`src/rtl/vga_sync_receiver.sv`:
```
// Rebuilds the pixel position from incoming hsync/vsync. Checks line and frame periods
// against the configured mode, and reports lock status and timing errors.
module vga_sync_receiver #(
  parameter int H_TOTAL     = 1056,
  parameter int V_TOTAL     = 628,
  parameter int HSYNC_START = 840,
  parameter int VSYNC_START = 601,
  parameter int LOCK_FRAMES = 2,
  parameter int CNT_W       = 11
) (
  input  logic             clk,
  input  logic             rst,
  input  logic             hsync,
  input  logic             vsync,
  output logic [CNT_W-1:0] rx_hcount,
  output logic [CNT_W-1:0] rx_vcount,
  output logic             locked,
  output logic             frame_start,
  output logic             h_err,
  output logic             v_err,
  output logic [7:0]       err_count
);

  // state  | meaning
  // SEARCH | waiting for a vsync edge to start checking
  // VERIFY | counting clean frames toward lock
  // LOCKED | timing verified, position outputs trustworthy
  localparam logic [1:0] SEARCH = 2'd0;
  localparam logic [1:0] VERIFY = 2'd1;
  localparam logic [1:0] LOCKED = 2'd2;

  // The period counter must reach 2*H_TOTAL, which can exceed the position width.
  localparam int P_W = $clog2(2 * H_TOTAL + 1);
  localparam int G_W = $clog2(LOCK_FRAMES + 1);

  localparam logic [P_W-1:0]   H_PERIOD = P_W'(H_TOTAL);
  localparam logic [P_W-1:0]   P_MAX    = P_W'(2 * H_TOTAL);
  localparam logic [CNT_W-1:0] H_LAST   = CNT_W'(H_TOTAL - 1);
  localparam logic [CNT_W-1:0] V_LAST   = CNT_W'(V_TOTAL - 1);
  localparam logic [CNT_W-1:0] H_LOAD   = CNT_W'(HSYNC_START);
  localparam logic [CNT_W-1:0] V_LOAD   = CNT_W'(VSYNC_START);
  localparam logic [CNT_W-1:0] V_FRAME  = CNT_W'(V_TOTAL);
  localparam logic [CNT_W-1:0] V_SAT    = {CNT_W{1'b1}};
  localparam logic [G_W-1:0]   G_LAST   = G_W'(LOCK_FRAMES - 1);

  logic             hsync_q;
  logic             vsync_q;
  logic [1:0]       state;
  logic [1:0]       state_n;
  logic [G_W-1:0]   good_frames;
  logic [G_W-1:0]   good_n;
  logic [P_W-1:0]   h_period;
  logic [CNT_W-1:0] v_lines;
  logic             h_seen;

  logic       hs_rise;
  logic       vs_rise;
  logic       h_wrap;
  logic       checking;
  logic       bad_line;
  logic       bad_frame;
  logic [8:0] err_sum;
  logic [7:0] err_next;

  assign hs_rise  = hsync & ~hsync_q;
  assign vs_rise  = vsync & ~vsync_q;
  assign h_wrap   = ~hs_rise & (rx_hcount >= H_LAST);
  assign checking = (state != SEARCH);

  // A missing hsync is flagged once, in the cycle the period counter hits its ceiling.
  assign bad_line  = checking & ((hs_rise & h_seen & (h_period != H_PERIOD)) |
                                 (~hs_rise & (h_period == P_MAX - P_W'(1))));
  assign bad_frame = checking & vs_rise & (v_lines != V_FRAME);

  assign err_sum  = {1'b0, err_count} + {8'd0, bad_line} + {8'd0, bad_frame};
  assign err_next = err_sum[8] ? 8'hff : err_sum[7:0];

  assign frame_start = locked && (rx_hcount == '0) && (rx_vcount == '0);

  always_comb begin
    state_n = state;
    good_n  = good_frames;
    case (state)
      SEARCH: begin
        if (vs_rise) begin
          state_n = VERIFY;
          good_n  = '0;
        end
      end
      VERIFY: begin
        if (bad_line || bad_frame) begin
          state_n = SEARCH;
        end else if (vs_rise) begin
          good_n = good_frames + G_W'(1);
          if (good_frames == G_LAST) state_n = LOCKED;
        end
      end
      LOCKED: begin
        if (bad_line || bad_frame) state_n = SEARCH;
      end
      default: state_n = SEARCH;
    endcase
  end

  always_ff @(posedge clk) begin
    if (!rst) begin
      hsync_q     <= 1'b0;
      vsync_q     <= 1'b0;
      state       <= SEARCH;
      good_frames <= '0;
      h_period    <= '0;
      v_lines     <= '0;
      h_seen      <= 1'b0;
      rx_hcount   <= '0;
      rx_vcount   <= '0;
      locked      <= 1'b0;
      h_err       <= 1'b0;
      v_err       <= 1'b0;
      err_count   <= '0;
    end else begin
      hsync_q     <= hsync;
      vsync_q     <= vsync;
      state       <= state_n;
      good_frames <= good_n;
      locked      <= (state == LOCKED);
      h_err       <= bad_line;
      v_err       <= bad_frame;
      err_count   <= err_next;

      if (hs_rise)     rx_hcount <= H_LOAD;
      else if (h_wrap) rx_hcount <= '0;
      else             rx_hcount <= rx_hcount + CNT_W'(1);

      if (vs_rise)     rx_vcount <= V_LOAD;
      else if (h_wrap) rx_vcount <= (rx_vcount >= V_LAST) ? '0 : rx_vcount + CNT_W'(1);

      if (hs_rise)               h_period <= P_W'(1);
      else if (h_period != P_MAX) h_period <= h_period + P_W'(1);

      if (vs_rise)                    v_lines <= '0;
      else if (hs_rise && v_lines != V_SAT) v_lines <= v_lines + CNT_W'(1);

      // Re-entering SEARCH discards the line reference, so the next hsync only re-arms.
      if (state_n == SEARCH && state != SEARCH) h_seen <= 1'b0;
      else if (hs_rise)                         h_seen <= 1'b1;
    end
  end

endmodule

```
`config.mk`:
```
export PLATFORM = sky130hd
export DESIGN_NAME = vga_sync_receiver
export DESIGN_NICKNAME = d
export VERILOG_FILES = /design/src/rtl/vga_sync_receiver.sv
export SDC_FILE = /design/constraint.sdc
export NUM_CORES = 1
export LEC_CHECK = 0
export ABC_AREA = 1
export BUFFER_PORTS_ARGS = -buffer_cell sky130_fd_sc_hd__buf_2
export CAP_MARGIN = 25
export CORE_MARGIN = 3
export CORE_UTILIZATION = 25
export DETAILED_ROUTE_END_ITERATION = 6
export PLACE_DENSITY = 0.48
export SYNTH_ARGS = -nofsm -noshare
export SYNTH_HDL_FRONTEND = slang
export SYNTH_SLANG_ARGS = --single-unit
export TNS_END_PERCENT = 30
```
`constraint.sdc`:
```
create_clock -name clk -period 3.3 [get_ports clk]
set_input_delay 0.33 -clock clk [delete_from_list [all_inputs] [get_ports clk]]
set_output_delay 0.33 -clock clk [all_outputs]
set_load 0.05 [all_outputs]
```
==> results by group <==
Run status
  – Outcome: completed

STA
  – Worst-Margin Slew: 0.5207 ns
  – Clock Skew: 0.008235 ns
  – Final TNS setup: 0 ns
  – Slew HR: 65.25%
  – Smallest setup slack after layout: 0.4995 ns
  – RSZ-0062 raised after global routing: false
  – Final Max Tran Viols: 0
  – Final setup fails: 0
  – Crit path time final: 2.801 ns
  – Maximum clock frequency: 0.3571 GHz
  – Final Hold Violating Endpoints: 0
  – Tcrit/Tclk final: 84.86%

Yosys
  – Mapped Cells: 448
  – Post-Synth Simple-Gate Area: 31.05%
  – Yosys cell types: 35
  – Multiplexer area fraction after synthesis: 0%
  – Net Count, Synth: 463
  – Largest family of logic cells by synthesized area: simple AND/OR/NAND/NOR gates
  – Count leader, synth: nand2_1
  – Syn avg cell area: 7.150 sq um
  – Yosys warns: 0
  – Mapped Area: 3203 sq um
  – Synth area leader: dfxtp_1
  – Post-synth EDFFs: 0
  – Dominant synthesized flop cell: dfxtp_1
  – Largest cells by area after synthesis: dfxtp_1, nand2_1, inv_1, nor2_1, a21oi_1
  – Top-area cell type share of the netlist area: 39.38%
  – Compound-Gate Fraction of Synth Area: 11.09%
  – XOR/XNOR share of the synthesized area: 4.375%
  – Synth top cells by count: nand2_1, inv_1, dfxtp_1, nor2_1, a21oi_1
  – Adder-cell share of the synthesized area: 4.531%
  – #FFs+latches synth: 63
  – Ys async rst share: 0%
  – Register area share after synthesis: 39.37%

Setup path
  – CP Capture Type: flop
  – WP data arrival: 3.07 ns
  – Crit-path most repeated cell: nand2_1
  – Worst path bufs/invs: 4
  – Reg2reg start: h_period[0]$_SDFFE_PN0P_
  – WS Path Type: flop to flop
  – Worst EP required: 3.57 ns
  – CP Cell Sequence: ha_1, nand2_1, nor3_2, nand3_1, nand2_1, nand2_1, fa_1, inv_1, ha_1, nand2_1, nor3_1, inv_1, nor2_1, nand2_1, inv_1, o21ai_0, inv_1
  – Startpoint type of the worst setup path: flop
  – Critical Path Max Stage Delay: 0.41 ns
  – Slowest cell on the critical path: fa_1
  – CP delay by family, top: simple AND/OR/NAND/NOR gates
  – CP Launch Point: h_period[0]$_SDFFE_PN0P_
  – Max Fanout on Critical Path: 5

Pwr
  – Clock group share of total power: 49.4%
  – Comb power frac: 8.7%
  – Design Power: 0.001922 W
  – Static leakage: 1.653 nW
  – Cell Pwr Density: 495.4 nW/um^2
  – Net Switching: 0.0004731 W
  – Switching share of power: 24.61%
  – Pint: 0.001449 W
  – VDD IR-drop max: 0.2664 mV
  – Sequential Power Share: 41.9%

Place
  – Worst slack at placement: 0.5167 ns
  – GPL Wtd Cong: 0.8025
  – Hpwl dp: 5570 microns
  – Port-buffer cells: 37

Detailed routing
  – Post-route ant nets: 0
  – Drt wl/cell: 11.25 microns
  – Via count: 2,907
  – Vias per cell: 4.371
  – First-pass DRT Iterations: 5
  – DR iter-0 viols: 198
  – WL final: 7479 microns
  – Post-route DRC: 0

Die
  – Die height: 119.2 microns
  – Ports: 38
  – Starting density of the core: 26.12%
  – Die W: 119.2 microns
  – Row count: 40
  – Die area: 14,210 sq um
  – Core Box Area: 12,260 sq um

Global routing
  – First-pass GRT wire length: 13,100 microns
  – Largest net degree at the start of global routing: 20
  – Vias in the first global route: 2,818
  – GR Util All Layers: 11.18%
  – Gr ovfl total: 0
  – Initial antenna violation count: 0

Clocking
  – CTS clk-pin slew, worst paths: 0.05 ns
  – Hold buffers post-CTS: 0
  – CTS HTree Levels: 3
  – CTS Root Cell: clkbuf_16
  – CTS tree: built
  – Latest clock arrival within the worst-skew pair: 0.33 ns
  – Clock sink total: 63
  – CTS resizes: 0
  – # Post-CTS Setup Buffers: 0
  – Num CTS Buffers: 9
  – CTS Buffer Depth: 2

Hold path
  – Hold wc startpoint: vsync
  – Hold Crit Class: input pin to flop

Layout
  – Share of cells above drive strength 1: 15.29%
  – Area grow syn2layout: 21.13%
  – Nets: 508
  – Antenna cells: 0
  – Final core utilization: 31.64%

Run
  – Maxcap violations: 0
-- metrics by stage --
stage | hold WS, ns | std cells | area (sq um)
finish | 0.1958 | 665 | 3880
global route | 0.2056 | 665 | 3880
CTS | 0.1871 | 665 | 3880
global placement | 0.4598 | 650 | 3581
detailed placement | 0.4715 | 650 | 3581
floorplan | 0.4235 | 448 | 3203
-- kinds of logic (layout without fill, tap and decap cells) --
logic type / after synthesis / count (layout)
and+or+nand+nor: 219 / 219
buffers and inverters: 78 / 127
DFF: 63 / 63
AOI/OAI and AO/OA: 61 / 61
xor gates and xnor gates: 16 / 16
adders and majority gates: 11 / 11
-- placed cells by master, fill, tap and decap left out, types with 10 or more instances in the layout --
master and n:
o21ai_0 12, nand2_1 94, dfxtp_1 63, buf_2 37, nor3_1 11, nor2_1 49, nand3_1 26, nand4_1 14
inv_1 70, xor2_1 14, ha_1 10, a21oi_1 32
-- worst min-delay path, delay by kind of cell --
family        cells  cell delay [ns]
buf+inv           2             0.13
simple gates      1             0.04
-- power by group through the flow --
stage	combinational [W]	clock [W]	sequential (W)
floorplan	0.0000873	0	0.000860
CTS	0.000171	0.000983	0.000805
detailed placement	0.000170	0	0.000821
global placement	0.000169	0	0.000821
global route	0.000189	0.00102	0.000809
finish	0.000168	0.000949	0.000805
-- layout make-up --
class	count	area, sq um
clock buffer	12	256.5
tap	168	210.2
fill	1342	8382
clock inverter	3	42.54
inverter	73	274.0
multi-input combinational	307	1635
sequential	63	1261
timing repair buffer	39	200.2
-- metal layers --
metal	vias up	wire length, microns	track usage [%]
li1	1539	-	-
met1	1318	3686	14.53
met2	44	3353	17.48
met3	6	373	3.751
met4	0	65	3.476
met5	-	0	0
-- state kept, by name (all words and copies together) (netlist names) --
| register | flops |
|---|---|
| vsync_q | 1 |
| good_frames | 2 |
| locked | 1 |
| err_count | 8 |
| rx_vcount | 11 |
| state | 2 |
| h_period | 12 |
| h_err | 1 |
| v_err | 1 |
| h_seen | 1 |
| v_lines | 11 |
| hsync_q | 1 |
| rx_hcount | 11 |
-- final timing paths --
path / depth (start not counted) / slack [ns] / end
setup reg to reg: 17 / 0.50 / err_count[5]$_SDFF_PN0_
setup / recovery: 17 / 0.50 / err_count[5]$_SDFF_PN0_
hold reg to reg: 2 / 0.48 / v_lines[10]$_SDFFE_PP0P_
hold / removal: 3 / 0.20 / vsync_q$_SDFF_PN0_
(Power assumes the default switching activity.)
